[src/rtl/rx_demap_pkg.sv]
// Shared types and configuration check for the RX resource demapper.
package rx_demap_pkg;

  typedef enum logic [1:0] {
    ST_IDLE  = 2'd0,
    ST_WRITE = 2'd1,
    ST_READ  = 2'd2,
    ST_DONE  = 2'd3
  } state_e;

  // Allocation must be non-empty and fit inside one OFDM symbol.
  function automatic logic cfg_ok(input int unsigned sc_start,
                                  input int unsigned sc_len,
                                  input int unsigned nfft);
    return (sc_len != 0) && ((sc_start + sc_len) <= nfft);
  endfunction

endpackage

[src/rtl/demap_addr_gen.sv]
// Symbol/subcarrier counters and RAM address generation, shared by the
// full-symbol write sweep and the allocated-subcarrier read sweep.
module demap_addr_gen
  import rx_demap_pkg::*;
#(
  parameter int unsigned P_NFFT   = 1024,
  parameter int unsigned P_NSYM   = 14,
  parameter int unsigned P_SC_W   = 10,
  parameter int unsigned P_SYM_W  = 4,
  parameter int unsigned P_ADDR_W = 14
) (
  input  logic                i_clk,
  input  logic                i_rst_n,
  input  logic                i_clr,
  input  logic                i_adv,
  input  logic                i_rd_mode,
  input  logic [P_SC_W-1:0]   i_sc_start,
  input  logic [P_SC_W:0]     i_sc_len,
  output logic [P_ADDR_W-1:0] o_addr,
  output logic [P_SYM_W-1:0]  o_sym,
  output logic                o_last
);

  logic [P_SC_W-1:0]  sc_q, sc_d;
  logic [P_SYM_W-1:0] sym_q, sym_d;
  logic               sc_wrap;
  logic               sym_wrap;
  logic [P_SC_W:0]    col;

  // In read mode sc_q acts as the offset k into the allocation.
  always_comb begin
    sc_wrap  = i_rd_mode ? ({1'b0, sc_q} == (i_sc_len - (P_SC_W+1)'(1)))
                         : (sc_q == P_SC_W'(P_NFFT - 1));
    sym_wrap = (sym_q == P_SYM_W'(P_NSYM - 1));
    col      = i_rd_mode ? ({1'b0, i_sc_start} + {1'b0, sc_q}) : {1'b0, sc_q};
    sc_d     = sc_q;
    sym_d    = sym_q;
    if (i_clr) begin
      sc_d  = '0;
      sym_d = '0;
    end else if (i_adv) begin
      if (sc_wrap) begin
        sc_d  = '0;
        sym_d = sym_wrap ? '0 : sym_q + P_SYM_W'(1);
      end else begin
        sc_d  = sc_q + P_SC_W'(1);
      end
    end
  end

  always_ff @(posedge i_clk or negedge i_rst_n) begin
    if (!i_rst_n) begin
      sc_q  <= '0;
      sym_q <= '0;
    end else begin
      sc_q  <= sc_d;
      sym_q <= sym_d;
    end
  end

  assign o_addr = (P_ADDR_W'(sym_q) << P_SC_W) + P_ADDR_W'(col);
  assign o_sym  = sym_q;
  assign o_last = sc_wrap & sym_wrap;

endmodule

[src/rtl/resource_demapper_ctrl.sv]
// Buffers one slot of FFT output into RAM, then reads back only the
// allocated subcarriers of every symbol to the downstream consumer.
module resource_demapper_ctrl
  import rx_demap_pkg::*;
#(
  parameter int unsigned P_NFFT    = 1024,
  parameter int unsigned P_NSYM    = 14,
  localparam int unsigned P_SC_W   = $clog2(P_NFFT),
  localparam int unsigned P_ADDR_W = $clog2(P_NFFT * P_NSYM),
  localparam int unsigned P_SYM_W  = (P_NSYM > 1) ? $clog2(P_NSYM) : 1
) (
  input  logic                i_clk,
  input  logic                i_rst_n,
  input  logic                i_sync_clr,
  input  logic                i_fft_valid,
  input  logic [P_SC_W-1:0]   i_sc_start,
  input  logic [P_SC_W:0]     i_sc_len,
  output logic                o_ram_we,
  output logic [P_ADDR_W-1:0] o_ram_waddr,
  output logic                o_ram_re,
  output logic [P_ADDR_W-1:0] o_ram_raddr,
  input  logic                i_out_ready,
  output logic                o_out_valid,
  output logic [P_SYM_W-1:0]  o_sym_idx,
  output logic                o_busy,
  output logic                o_done,
  output logic                o_cfg_err,
  output logic                o_drop
);

  state_e              state_q;
  logic [P_SC_W-1:0]   sc_start_q;
  logic [P_SC_W:0]     sc_len_q;
  logic                out_valid_q;
  logic                done_q;
  logic                cfg_err_q;
  logic                drop_q;

  logic                cfg_ok_c;
  logic                we_c;
  logic                re_c;
  logic                rd_mode_c;
  logic                last_c;
  logic [P_ADDR_W-1:0] addr_c;
  logic [P_SYM_W-1:0]  sym_c;

  assign cfg_ok_c  = cfg_ok(32'(i_sc_start), 32'(i_sc_len), P_NFFT);
  assign rd_mode_c = (state_q == ST_READ);

  // RAM strobes follow the inputs within the cycle; sync clear masks them.
  always_comb begin
    we_c = 1'b0;
    re_c = 1'b0;
    if (!i_sync_clr) begin
      case (state_q)
        ST_IDLE:  we_c = i_fft_valid & cfg_ok_c;
        ST_WRITE: we_c = i_fft_valid;
        ST_READ:  re_c = i_out_ready;
        default:  ;
      endcase
    end
  end

  demap_addr_gen #(
    .P_NFFT   (P_NFFT),
    .P_NSYM   (P_NSYM),
    .P_SC_W   (P_SC_W),
    .P_SYM_W  (P_SYM_W),
    .P_ADDR_W (P_ADDR_W)
  ) u_addr_gen (
    .i_clk      (i_clk),
    .i_rst_n    (i_rst_n),
    .i_clr      (i_sync_clr),
    .i_adv      (we_c | re_c),
    .i_rd_mode  (rd_mode_c),
    .i_sc_start (sc_start_q),
    .i_sc_len   (sc_len_q),
    .o_addr     (addr_c),
    .o_sym      (sym_c),
    .o_last     (last_c)
  );

  always_ff @(posedge i_clk or negedge i_rst_n) begin
    if (!i_rst_n) begin
      state_q     <= ST_IDLE;
      sc_start_q  <= '0;
      sc_len_q    <= '0;
      out_valid_q <= 1'b0;
      done_q      <= 1'b0;
      cfg_err_q   <= 1'b0;
      drop_q      <= 1'b0;
    end else begin
      // An issued read always yields its data, even across a sync clear.
      out_valid_q <= re_c;
      done_q      <= 1'b0;
      cfg_err_q   <= 1'b0;
      drop_q      <= 1'b0;
      if (i_sync_clr) begin
        state_q <= ST_IDLE;
      end else begin
        case (state_q)
          ST_IDLE: begin
            if (i_fft_valid) begin
              if (cfg_ok_c) begin
                sc_start_q <= i_sc_start;
                sc_len_q   <= i_sc_len;
                state_q    <= ST_WRITE;
              end else begin
                cfg_err_q  <= 1'b1;
              end
            end
          end
          ST_WRITE: begin
            if (we_c && last_c) state_q <= ST_READ;
          end
          ST_READ: begin
            drop_q <= i_fft_valid;
            if (re_c && last_c) begin
              state_q <= ST_DONE;
              done_q  <= 1'b1;
            end
          end
          default: begin
            drop_q  <= i_fft_valid;
            state_q <= ST_IDLE;
          end
        endcase
      end
    end
  end

  assign o_ram_we    = we_c;
  assign o_ram_re    = re_c;
  assign o_ram_waddr = addr_c;
  assign o_ram_raddr = addr_c;
  assign o_out_valid = out_valid_q;
  assign o_done      = done_q;
  assign o_cfg_err   = cfg_err_q;
  assign o_drop      = drop_q;
  assign o_busy      = (state_q != ST_IDLE);
  assign o_sym_idx   = ((state_q == ST_WRITE) || (state_q == ST_READ)) ? sym_c : '0;

endmodule

[config.mk]
export PLATFORM = sky130hd
export DESIGN_NAME = resource_demapper_ctrl
export DESIGN_NICKNAME = d
export VERILOG_FILES = /design/src/rtl/rx_demap_pkg.sv /design/src/rtl/demap_addr_gen.sv /design/src/rtl/resource_demapper_ctrl.sv
export SDC_FILE = /design/constraint.sdc
export NUM_CORES = 1
export LEC_CHECK = 0
export ABC_AREA = 1
export CAP_MARGIN = 25
export CORE_MARGIN = 10
export CORE_UTILIZATION = 58
export DETAILED_ROUTE_END_ITERATION = 12
export MAX_ROUTING_LAYER = met4
export PLACE_DENSITY_LB_ADDON = 0.08
export REMOVE_ABC_BUFFERS = 1
export SLEW_MARGIN = 15
export SYNTH_ARGS = -nofsm -noshare
export SYNTH_HDL_FRONTEND = slang
export SYNTH_SLANG_ARGS = --single-unit
[constraint.sdc]
create_clock -name i_clk -period 9.2 [get_ports i_clk]
set_clock_uncertainty 0.15 [all_clocks]
set_input_delay 1.38 -clock i_clk [delete_from_list [all_inputs] [get_ports i_clk]]
set_output_delay 1.38 -clock i_clk [all_outputs]
set_load 0.1 [all_outputs]
; ---- Word-level counts from Yosys, hierarchy flattened
; Index checks and enable logic that the tools add are counted.
[totals]
inputBits = 26
word_cells = 71
register_bits = 41
[classes]
n_reduce_logical = 13
bitwise = 4
n_mux = 29
addsub = 6
n_eq_ne = 9
magnitude_cmp = 1
[op_table]
columns = op, n
row1 = 10-bit 2-to-1 mux, 3
row2 = 4-bit 2-to-1 mux, 5
row3 = 14-bit by 11-bit adder with 14-bit output, 1
row4 = 1-bit 2-to-1 mux, 13
row5 = 10-bit by 11-bit adder with 12-bit output, 1
row6 = "12-bit by 11-bit <= comparator with 1-bit output, second input constant", 1
row7 = "3-bit inequality test, second input constant", 4
row8 = 10-bit by 10-bit adder with 11-bit output, 1
row9 = 10-bit by 11-bit == test with 1-bit output, 1
row10 = 11-bit 2-to-1 mux, 1
row11 = 11-bit nonzero test, 1
row12 = "11-bit by 1-bit subtractor with 11-bit output, second input constant", 1
row13 = "10-bit by 1-bit adder with 10-bit output, second input constant", 1
row14 = "10-bit == test, second input constant", 1
row15 = 2-bit 2-to-1 mux, 5
row16 = 4-bit AND reduction, 2
row17 = 2-bit case mux with 3 select lines, 1
row18 = 2-bit nonzero test, 3
row19 = "4-bit by 1-bit adder with 4-bit output, second input constant", 1
row20 = "4-bit == test, second input constant", 1
row21 = 1-bit logical AND, 3
row22 = 1-bit bitwise AND, 2
row23 = "2-bit by 1-bit == test with 1-bit output, second input constant", 1
row24 = "2-bit == test, second input constant", 1
row25 = 7 further kinds, 7

; ---- Depth between registers and ports, before layout
; Gate-level depths: netlist of run 1.
[logic_depth]
ltp_word = 10
mapped_depth = 20
ltp_nobuf = 20

; ---- Modules after synthesis
; A second synthesis of run 1 with hierarchy kept.
[hier_totals]
cells_unflattened = 597
hier_area_um2 = 4103.9
[modules_own_cells]
columns = module, area_each_um2, cells_each, n_inst
row1 = resource_demapper_ctrl, 2134.5, 289, 1
row2 = demap_addr_gen, 1969.4, 308, 1

; ---- Worst setup path before layout of run 1
; OpenSTA, ideal clock, no wires.
[synth_timing]
path_type = register -> output
from = register u_addr_gen.sc_q[0]
to = output port o_ram_waddr[8]
arrival_ns = 4.512
setup_slack_ns = 3.158
t_required_ns = 7.670
path_stages_with_launch = 14
path_cell_list = dfrtp_1 -> ha_1 -> inv_1 -> fa_1 -> inv_1 -> nand2_1 -> nand2_1 -> a21oi_1 -> o21ai_0 -> a21oi_1 -> o21bai_1 -> xnor2_1 -> o21ai_0 -> buf_4
[synth_via]
elab_chain_len = 3
[synth_lines]
columns = item, line
row1 = from (decl), demap_addr_gen.sv:24  ; logic [P_SC_W-1:0] sc_q, sc_d;
row2 = from (signal assigned), demap_addr_gen.sv:53  ; sc_q <= '0;
row3 = from (signal assigned), demap_addr_gen.sv:56  ; sc_q <= sc_d;
row4 = 10-bit by 10-bit adder with 11-bit output, demap_addr_gen.sv:35  ; col = i_rd_mode ? ({1'b0, i_sc_start} + {1'b0, sc_q}) : {1'b0, sc_q};
row5 = 11-bit 2-to-1 mux (*), demap_addr_gen.sv:35
row6 = 14-bit by 11-bit adder with 14-bit output (*), demap_addr_gen.sv:61  ; assign o_addr = (P_ADDR_W'(sym_q) << P_SC_W) + P_ADDR_W'(col);
row7 = to (decl), resource_demapper_ctrl.sv:19  ; output logic [P_ADDR_W-1:0] o_ram_waddr,
; Every way passes the cells marked *; elsewhere a longest branch is shown, timed or not.

; ---- Final worst setup path of run 1
[layout_timing]
from = input port i_sc_len[0]
to = output port o_ram_we
[layout_via]
elab_chain_len = 6
[layout_lines]
columns = item, line
row1 = from (decl), resource_demapper_ctrl.sv:17  ; input logic [P_SC_W:0] i_sc_len,
row2 = 10-bit by 11-bit adder with 12-bit output, rx_demap_pkg.sv:15  ; return (sc_len != 0) && ((sc_start + sc_len) <= nfft);
row3 = 12-bit by 11-bit <= comparator with 1-bit output, rx_demap_pkg.sv:15
row4 = 1-bit logical AND (*), rx_demap_pkg.sv:15
row5 = 1-bit bitwise AND (*), resource_demapper_ctrl.sv:56  ; ST_IDLE: we_c = i_fft_valid & cfg_ok_c;
row6 = 1-bit case mux with 2 select lines (*), resource_demapper_ctrl.sv:55  ; case (state_q)
row7 = 1-bit 2-to-1 mux (*), resource_demapper_ctrl.sv:54  ; if (!i_sync_clr) begin
row8 = to (decl), resource_demapper_ctrl.sv:18  ; output logic o_ram_we,
; Marks and branches as above.

==> results of run 1 <==
state kept, by name (all words and copies together), names as in the netlist:
register and flops:
u_addr_gen.sc_q 10, sc_len_q 11, o_done 1, state_q 2
sc_start_q 10, o_cfg_err 1, u_addr_gen.o_sym 4, o_out_valid 1
o_drop 1
layout make-up:
cell class	count	area, um2	share of cell area (%)
inverters	71	266.5	6.029
well taps	77	96.34	2.179
clock inverters	1	8.758	0.1981
clock buffers	7	96.34	2.179
multi-input cells	417	2291	51.83
flip-flops and latches	41	1026	23.21
repair buffers	64	635.6	14.38
path summary, 6_finish.rpt:
check	endpoint	depth (start not counted)	slack (ns)	from
min	sc_len_q[10]$_DFFE_PN0P_	2	0.37	sc_len_q[10]$_DFFE_PN0P_
max	o_ram_we	14	2.56	i_sc_len[0]
min in group asynchronous	sc_len_q[0]$_DFFE_PN0P_	1	1.05	i_rst_n
max reg2reg	state_q[0]$_DFFE_PN0P_	17	5.97	state_q[0]$_DFFE_PN0P_
max in group asynchronous	u_addr_gen.sc_q[5]$_DFFE_PN0P_	1	7.30	i_rst_n
min reg2reg	sc_len_q[10]$_DFFE_PN0P_	2	0.37	sc_len_q[10]$_DFFE_PN0P_
synthesized netlist by cell type, drive strengths merged, types with 8 or more instances:
master	n	area share, %
xor2	17	4.0
inv	71	7.1
nand3	48	7.1
nor3	8	1.1
nand4	12	2.2
buf	21	3.7
nand2	180	18
dfrtp	41	27
nor2	43	5.7
a21oi	17	2.5
o21ai	42	5.6
ha	29	9.7
metal layers:
metal	part of all wire, %	wire (um)
met1	43	3942
met2	47	4328
met3	6.6	608
met4	3.1	284
met5	0	0
critical path, stage by stage:
cell and delay (ns):
clkdlybuf4s50_1 0.51, ha_1 0.22, fa_1 0.42, or2_2 0.30
nor2_1 0.10, nand3_1 0.09, nor2_1 0.09, nand3_1 0.07
nor2_1 0.14, nand2_1 0.07, nand2_1 0.09, nand3_2 0.28
nand2_1 0.18, clkdlybuf4s50_1 1.16
report_power, final:
part	switching (W)	internal (W)
Combinational	0.000633	0.000223
Sequential	0.0000679	0.000239
Clock	0.0000637	0.0000693
per-stage QoR:
step	hold slack (ns)	util (%)	total power [W]
global placement	0.3395	68.35	0.001142
detailed placement	0.3518	68.35	0.001160
finish	0.3741	70.02	0.001296
floorplan	0.3053	-	0.0009589
CTS	0.3747	70.02	0.001297
global route	0.4088	70.02	0.001385
cell usage in the layout, fill, tap and decap left out, types with 3 or more instances in the layout:
master,Yosys,layout
nor2_4,3,3
xor2_1,17,17
nor4_1,3,3
nand4_1,11,11
clkbuf_8,0,7
dfrtp_1,41,41
or2_2,4,4
nor2_1,33,33
a21oi_1,15,15
clkdlybuf4s50_1,0,63
o21ai_0,34,34
nor2_2,6,6
nor3_1,8,8
ha_1,29,29
nand3_2,3,3
o21ai_1,8,8
nand3_1,44,44
nand2_1,173,173
nand2_2,7,7
inv_1,69,69
cells by family after synthesis:
family	synth area share, %
and+or+nand+nor	35.97
xor gates and xnor gates	4.438
DFF	27.36
AOI/OAI and AO/OA	9.944
buffers and inverters	11.55
adders and majority gates	10.74
==> flow_metrics.py, run 1 <==
metrics = {
    "final_layout": {
        "fin_area_mm2": 0.004420,
        "insertedDiodeCount": 0,
        "layout.cells.non_filler": 678,
        "areaGrowthSynthToFinish_pct": 17.88,
        "final_nets": 657,
        "drive_above_1_share_pct": 6.656,
        "fillerInstances": 545,
    },
    "route": {
        "drt-initial-drc-count": 253,
        "vias": 3733,
        "ant_nets": 0,
        "vias_per_cell": 5.506,
        "wire_per_inst_um": 13.51,
        "drc": 0,
        "dr.pass1.iters": 5,
        "routed_wl_um": 9163,
    },
    "die": {
        "num_rows": 29,
        "core_mm2": 0.006314,
        "die_x_um": 100.4,
        "start_util_pct": 59.39,
        "dieArea_mm2": 0.01008,
        "pin_count": 65,
        "fp.dieH_um": 100.4,
    },
    "clocking": {
        "cts_buffers": 5,
        "root_buffer": "clkbuf_8",
        "cts_tree": "built",
        "clock_latency_ns": 0.30,
        "clock_sinks": 41,
        "cts.path.max_buffers": 2,
        "clk_transition_reported_paths_ns": 0.08,
        "ctsHoldBuffers": 0,
        "cts_setup_buffers": 0,
        "cts_max_level": 2,
        "cts_resized": 0,
    },
    "synth": {
        "synth_top_flop_cell": "dfrtp_1",
        "synthArstFlopShare_pct": 100.0,
        "ys_types": 37,
        "post_synth_instance_area_mm2": 0.003750,
        "ys_warn_count": 0,
        "seq_area_frac_synth_pct": 27.36,
        "postSynthAreaPerCell_um2": 6.732,
        "synth-edff-count": 0,
        "syn_inst": 557,
        "ys_ff_latch": 41,
    },
    "hold_path": {
        "hold_path.class": "flip-flop to flip-flop",
    },
    "critical_path": {
        "end_kind": "primary output",
        "start_kind": "primary input",
        "critPathArrivalTime_ns": 5.11,
        "required_ns": 7.67,
        "critPathMaxFanout": 15,
        "path_class": "primary input to primary output",
    },
    "sta": {
        "slew_headroom_pct": 33.78,
        "period_share_pct": 72.14,
        "period_needed_ns": 6.637,
        "fin_ws_ns": 2.563,
        "hold_violations": 0,
        "tightest_slew_ns": 0.9902,
        "setup-tns-final_ns": 0,
        "rsz0062_at_grt": "no",
        "drv_slew": 0,
        "fmax_mhz": 150.7,
        "setup_viol": 0,
    },
    "global_route": {
        "grt_use_met1_pct": 21.28,
        "grt_use_met3_pct": 3.297,
        "grt_pass1_vias": 3579,
        "grt_util_met2_pct": 31.26,
        "antenna_found_initial": 0,
        "grt_pass1_wl_um": 15480,
        "busiest_layer": "met2",
        "grt_max_degree": 42,
        "grt_overflow": 0,
        "grt_use_total_pct": 18.66,
    },
    "placement": {
        "place_congestion": 0.9027,
        "place_area_mm2": 0.004315,
        "portBuffers": 64,
        "dp_hpwl_um": 7423,
        "dp_slack_ns": 2.594,
        "dpl.cell_count": 670,
    },
    "run_status": {
        "status": "completed",
    },
    "power": {
        "leakagePower_nw": 2.209,
        "powerDensity_mw_per_mm2": 293.3,
        "peakVddDrop_mv": 0.3107,
    },
    "run": {
        "cap_violations": 0,
    },
}
Power figures use the tool's default switching activity.
==> inputs of run 2 (changes only) <==
- CORE_UTILIZATION: 58 -> 49
- clock period: 9.2 -> 5.4 ns (I/O delays scaled with it)
==> run 2 against run 1 <==
Compared with the run above:
- total power is 72% higher
- critical path depth unchanged
- count of clock-buffer cells in the layout shrank 1
- sequential cell count unchanged
- clock power rose by 86%
- combinational power increased by 71%
- non-clock buffer count up 2
- routed wire length barely moved
- sequential power increased by 70%
- core utilization fell by 9.2 points
==> flow_metrics.py, run 2 (same netlist as run 1, synthesis figures left out) <==
metrics = {
    "run_status": {
        "status": "completed",
    },
    "placement": {
        "dp_slack_ns": 0.7566,
        "portBuffers": 64,
        "dp_hpwl_um": 7735,
        "place_congestion": 0.8447,
    },
    "critical_path": {
        "critPathArrivalTime_ns": 3.64,
        "start_kind": "primary input",
        "critPathMaxFanout": 15,
        "end_kind": "primary output",
        "critPathMaxStageDelay_ns": 0.52,
        "crit_path_top_delay_cell": "clkdlybuf4s50_1",
        "worst-path-buf-inv": 2,
        "path_class": "primary input to primary output",
        "required_ns": 4.44,
        "crit_path_cell_trace": "clkdlybuf4s50_1 > ha_1 > fa_1 > or2_2 > nor2_1 > nand3_1 > nor2_1 > nand3_1 > nor2_1 > nand2_1 > nand2_1 > nand3_2 > nand2_1 > buf_4",
        "critPathTopFamily": "simple AND/OR/NAND/NOR gates",
    },
    "global_route": {
        "grt_pass1_vias": 3298,
        "grt_use_met3_pct": 2.455,
        "grt_max_degree": 42,
        "grt_pass1_wl_um": 15450,
        "grt_use_met1_pct": 20.62,
        "grt_util_met2_pct": 27.49,
        "grt_use_total_pct": 16.61,
        "busiest_layer": "met2",
        "grt_overflow": 0,
        "antenna_found_initial": 0,
    },
    "final_layout": {
        "insertedDiodeCount": 0,
        "largest_reg_flops": 11,
        "multi_input_area_mm2": 0.002291,
        "final_cell_mix": "nand2_1, inv_1, clkdlybuf4s50_1",
        "final_common_cell": "nand2_1",
        "drive_above_1_share_pct": 8.789,
        "regMostFlops": "sc_len_q",
        "seqCellArea_mm2": 0.001026,
        "areaGrowthSynthToFinish_pct": 18.92,
        "reg_top3": "sc_len_q x11, sc_start_q x10, u_addr_gen.sc_q x10",
        "final_nets": 659,
        "fillerInstances": 666,
    },
    "sta": {
        "fin_ws_ns": 0.7958,
        "setup-tns-final_ns": 0,
        "tightest_slew_ns": 1.018,
        "rsz0062_at_grt": "no",
        "setup_viol": 0,
        "fmax_mhz": 217.2,
        "period_share_pct": 85.26,
        "slew_headroom_pct": 31.94,
        "hold_violations": 0,
        "period_needed_ns": 4.604,
        "drv_slew": 0,
    },
    "clocking": {
        "cts_buffers": 5,
        "clock_sinks": 41,
        "root_buffer": "clkbuf_8",
        "clk_transition_reported_paths_ns": 0.08,
        "cts_resized": 0,
        "cts_setup_buffers": 0,
        "clock_latency_ns": 0.30,
        "cts_max_level": 2,
        "cts_tree": "built",
        "ctsHoldBuffers": 0,
        "cts.path.max_buffers": 2,
    },
    "die": {
        "num_rows": 31,
        "dieArea_mm2": 0.01155,
        "start_util_pct": 51.15,
        "die_x_um": 107.5,
        "fp.dieH_um": 107.5,
        "core_mm2": 0.007331,
        "pin_count": 65,
    },
    "power": {
        "peakVddDrop_mv": 0.2225,
        "powerDensity_mw_per_mm2": 498.8,
        "leakagePower_nw": 2.250,
    },
    "route": {
        "vias_per_cell": 5.057,
        "routed_wl_um": 9167,
        "wire_per_inst_um": 13.06,
        "ant_nets": 0,
        "vias": 3550,
        "drc": 0,
        "drt-initial-drc-count": 106,
        "dr.pass1.iters": 4,
    },
    "hold_path": {
        "hold_path.class": "primary input to async pin",
    },
    "run": {
        "cap_violations": 0,
    },
}
[run 2: cell types whose count changed in the layout (fill, tap and decap cells not counted)]
| cell | delta |
|---|---|
| clkbuf_1 | +1 |
| clkdlybuf4s50_1 | -12 |
| buf_16 | +1 |
| clkinv_4 | +1 |
| clkbuf_8 | -2 |
| inv_6 | -1 |
| buf_4 | +13 |
| bufinv_16 | +1 |
[run 2: report_power, final]
part	total (W)	switching (W)	leakage [nW]	internal [W]
Clock	0.000247	0.000108	0.0554	0.000139
Combinational	0.00146	0.00108	1.66	0.000377
Sequential	0.000521	0.000113	0.531	0.000408
[run 2: per-stage QoR]
step	total power, W	utilization [%]	area [um2]	cells	hold slack (ns)
2_1_floorplan	0.001634	-	3583	529	0.3053
3_3_place_gp	0.001957	58.94	4320	693	0.3485
3_5_place_dp	0.001981	58.94	4320	693	0.3561
4_1_cts	0.002235	60.45	4432	701	0.3774
5_1_grt	0.002382	60.83	4459	702	0.3589
6_report	0.002224	60.83	4459	702	0.3326
[run 2: path summary, 6_finish.rpt]
check	start	endpoint	slack [ns]	depth (start not counted)
hold / removal	i_rst_n	sc_start_q[1]$_DFFE_PN0P_	0.33	1
min in group i_clk	sc_len_q[7]$_DFFE_PN0P_	sc_len_q[7]$_DFFE_PN0P_	0.38	2
setup / recovery	i_sc_len[0]	o_ram_we	0.80	14
hold reg to reg	sc_len_q[7]$_DFFE_PN0P_	sc_len_q[7]$_DFFE_PN0P_	0.38	2
setup reg to reg	sc_len_q[0]$_DFFE_PN0P_	u_addr_gen.o_sym[3]$_DFFE_PN0P_	2.74	16
max in group asynchronous	i_rst_n	u_addr_gen.o_sym[0]$_DFFE_PN0P_	4.29	2
[run 2: cell type report]
type | instances | area share (%)
clock buffer | 6 | 1.627
inverter | 71 | 5.976
clock inverter | 2 | 0.8698
sequential | 41 | 23.01
timing repair buffer | 66 | 14.37
tap | 99 | 2.778
multi-input combinational | 417 | 51.37
[run 2: metal layers]
layer,part of all wire [%],wire [um]
met4,1.4,129
met3,5.3,486
met2,48,4361
met1,46,4190
met5,0,0
==> inputs of run 3 (changes only) <==
- CORE_UTILIZATION: 49 -> 45
==> run 3 against run 2 <==
Compared with the run above:
- combinational power is essentially flat
- first-iteration DRC count shrank 1.9%
- count of clock-buffer cells in the layout is the same
- largest cell class unchanged
- die area grew 7.2%
- non-clock buffer count grew 1
- cell count grew 0.85%
- core utilization shrank 6.3 points
- critical path depth is the same
- final area is essentially flat
==> flow_metrics.py, run 3 (same netlist as run 1, synthesis figures left out) <==
metrics = {
    "run_status": {
        "status": "completed",
    },
    "power": {
        "power_w": 0.002186,
        "powerDensity_mw_per_mm2": 490.3,
        "leakagePower_nw": 2.242,
        "peakVddDrop_mv": 0.2563,
    },
    "route": {
        "drc": 0,
        "routed_wl_um": 9619,
        "ant_nets": 0,
        "dr.pass1.iters": 4,
        "vias": 3547,
        "vias_per_cell": 5.010,
        "drt-initial-drc-count": 104,
        "wire_per_inst_um": 13.59,
    },
    "placement": {
        "dp_hpwl_um": 8091,
        "dp_slack_ns": 0.7574,
        "portBuffers": 64,
        "dpl.cell_count": 700,
        "place_congestion": 0.8521,
    },
    "global_route": {
        "grt_pass1_vias": 3524,
        "grt_overflow": 0,
        "antenna_found_initial": 0,
        "grt_max_degree": 42,
        "grt_use_total_pct": 15.95,
        "grt_pass1_wl_um": 16390,
    },
    "die": {
        "fp.dieH_um": 111.3,
        "dieArea_mm2": 0.01238,
        "pin_count": 65,
        "die_x_um": 111.3,
        "core_mm2": 0.008175,
        "num_rows": 33,
        "start_util_pct": 45.87,
    },
    "final_layout": {
        "layout.cells.non_filler": 708,
        "final_nets": 660,
        "final_common_cell": "nand2_1",
        "final_util_pct": 54.53,
        "largest_reg_flops": 11,
        "drive_above_1_share_pct": 8.955,
        "fillerInstances": 841,
        "final_cell_mix": "nand2_1, inv_1, clkdlybuf4s50_1",
        "areaGrowthSynthToFinish_pct": 18.89,
        "regMostFlops": "sc_len_q",
        "reg_top3": "sc_len_q x11, sc_start_q x10, u_addr_gen.sc_q x10",
        "insertedDiodeCount": 0,
    },
    "critical_path": {
        "path_class": "primary input to primary output",
        "critPathArrivalTime_ns": 3.63,
        "reg2reg_depth": 17,
        "start_kind": "primary input",
        "end_kind": "primary output",
        "critPathMaxFanout": 15,
        "required_ns": 4.44,
    },
    "clocking": {
        "cts_resized": 0,
        "cts.path.max_buffers": 2,
        "cts_setup_buffers": 0,
        "root_buffer": "clkbuf_8",
        "cts_max_level": 2,
        "cts_buffers": 5,
        "clock_sinks": 41,
        "clk_transition_reported_paths_ns": 0.09,
        "cts_tree": "built",
        "clock_latency_ns": 0.30,
        "ctsHoldBuffers": 0,
    },
    "sta": {
        "fmax_mhz": 217.7,
        "rsz0062_at_grt": "no",
        "tightest_slew_ns": 0.9927,
        "slew_headroom_pct": 33.62,
        "setup_viol": 0,
        "hold_violations": 0,
        "period_needed_ns": 4.593,
        "drv_slew": 0,
        "period_share_pct": 85.06,
        "fin_ws_ns": 0.8069,
    },
    "run": {
        "cap_violations": 0,
    },
    "hold_path": {
        "hold_path.class": "primary input to async pin",
    },
}
==> run 3: report_power, final <==
| part | switching (W) | leakage [nW] | internal, W | total [W] |
|---|---|---|---|---|
| registers | 0.000107 | 0.531 | 0.000408 | 0.000515 |
| logic | 0.00108 | 1.67 | 0.000382 | 0.00146 |
| clock network | 0.000108 | 0.0433 | 0.000101 | 0.000209 |
| total | 0.00129 | 2.24 | 0.000892 | 0.00219 |
==> run 3: final cells by class <==
type	instances	area (um2)	area share [%]
multi-input cells	417	2291	51.39
flip-flops and latches	41	1026	23.01
clock buffers	6	82.58	1.852
clock inverters	1	7.507	0.1684
well taps	105	131.4	2.947
inverters	71	266.5	5.978
repair buffers	67	653.1	14.65
==> run 3: path summary, 6_finish.rpt <==
path,start,end,slack [ns]
min in group i_clk,state_q[1]$_DFFE_PN0P_,state_q[1]$_DFFE_PN0P_,0.37
worst max-delay path,i_sc_len[0],o_ram_we,0.81
worst min register to register,state_q[1]$_DFFE_PN0P_,state_q[1]$_DFFE_PN0P_,0.37
max in group asynchronous,i_rst_n,sc_len_q[5]$_DFFE_PN0P_,4.34
worst min-delay path,i_rst_n,u_addr_gen.sc_q[7]$_DFFE_PN0P_,0.28
worst max register to register,sc_len_q[0]$_DFFE_PN0P_,state_q[0]$_DFFE_PN0P_,2.80
==> run 3: critical path: stages <==
cell and delay (ns):
clkdlybuf4s50_1 0.52, ha_1 0.23, fa_1 0.42, or2_2 0.30, nor2_1 0.10, nand3_1 0.08, nor2_1 0.09, nand3_1 0.07
nor2_1 0.14, nand2_1 0.07, nand2_1 0.09, nand3_2 0.26, nand2_1 0.24, buf_12 0.20
==> run 3: per-stage QoR <==
step | hold WS (ns) | area [um2] | TNS [ns]
after floorplan | 0.3053 | 3583 | -22.07
after detailed placement | 0.3435 | 4348 | 0
after global placement | 0.3358 | 4348 | 0
after CTS | 0.3671 | 4438 | 0
final | 0.2782 | 4458 | 0
after global routing | 0.3028 | 4458 | 0
==> run 3: layer usage <==
metal	GRT usage [%]	share of wire (%)
met1	18.45	46
met2	28.25	50
met3	2.597	3.2
met4	3.342	0.95
met5	-	0
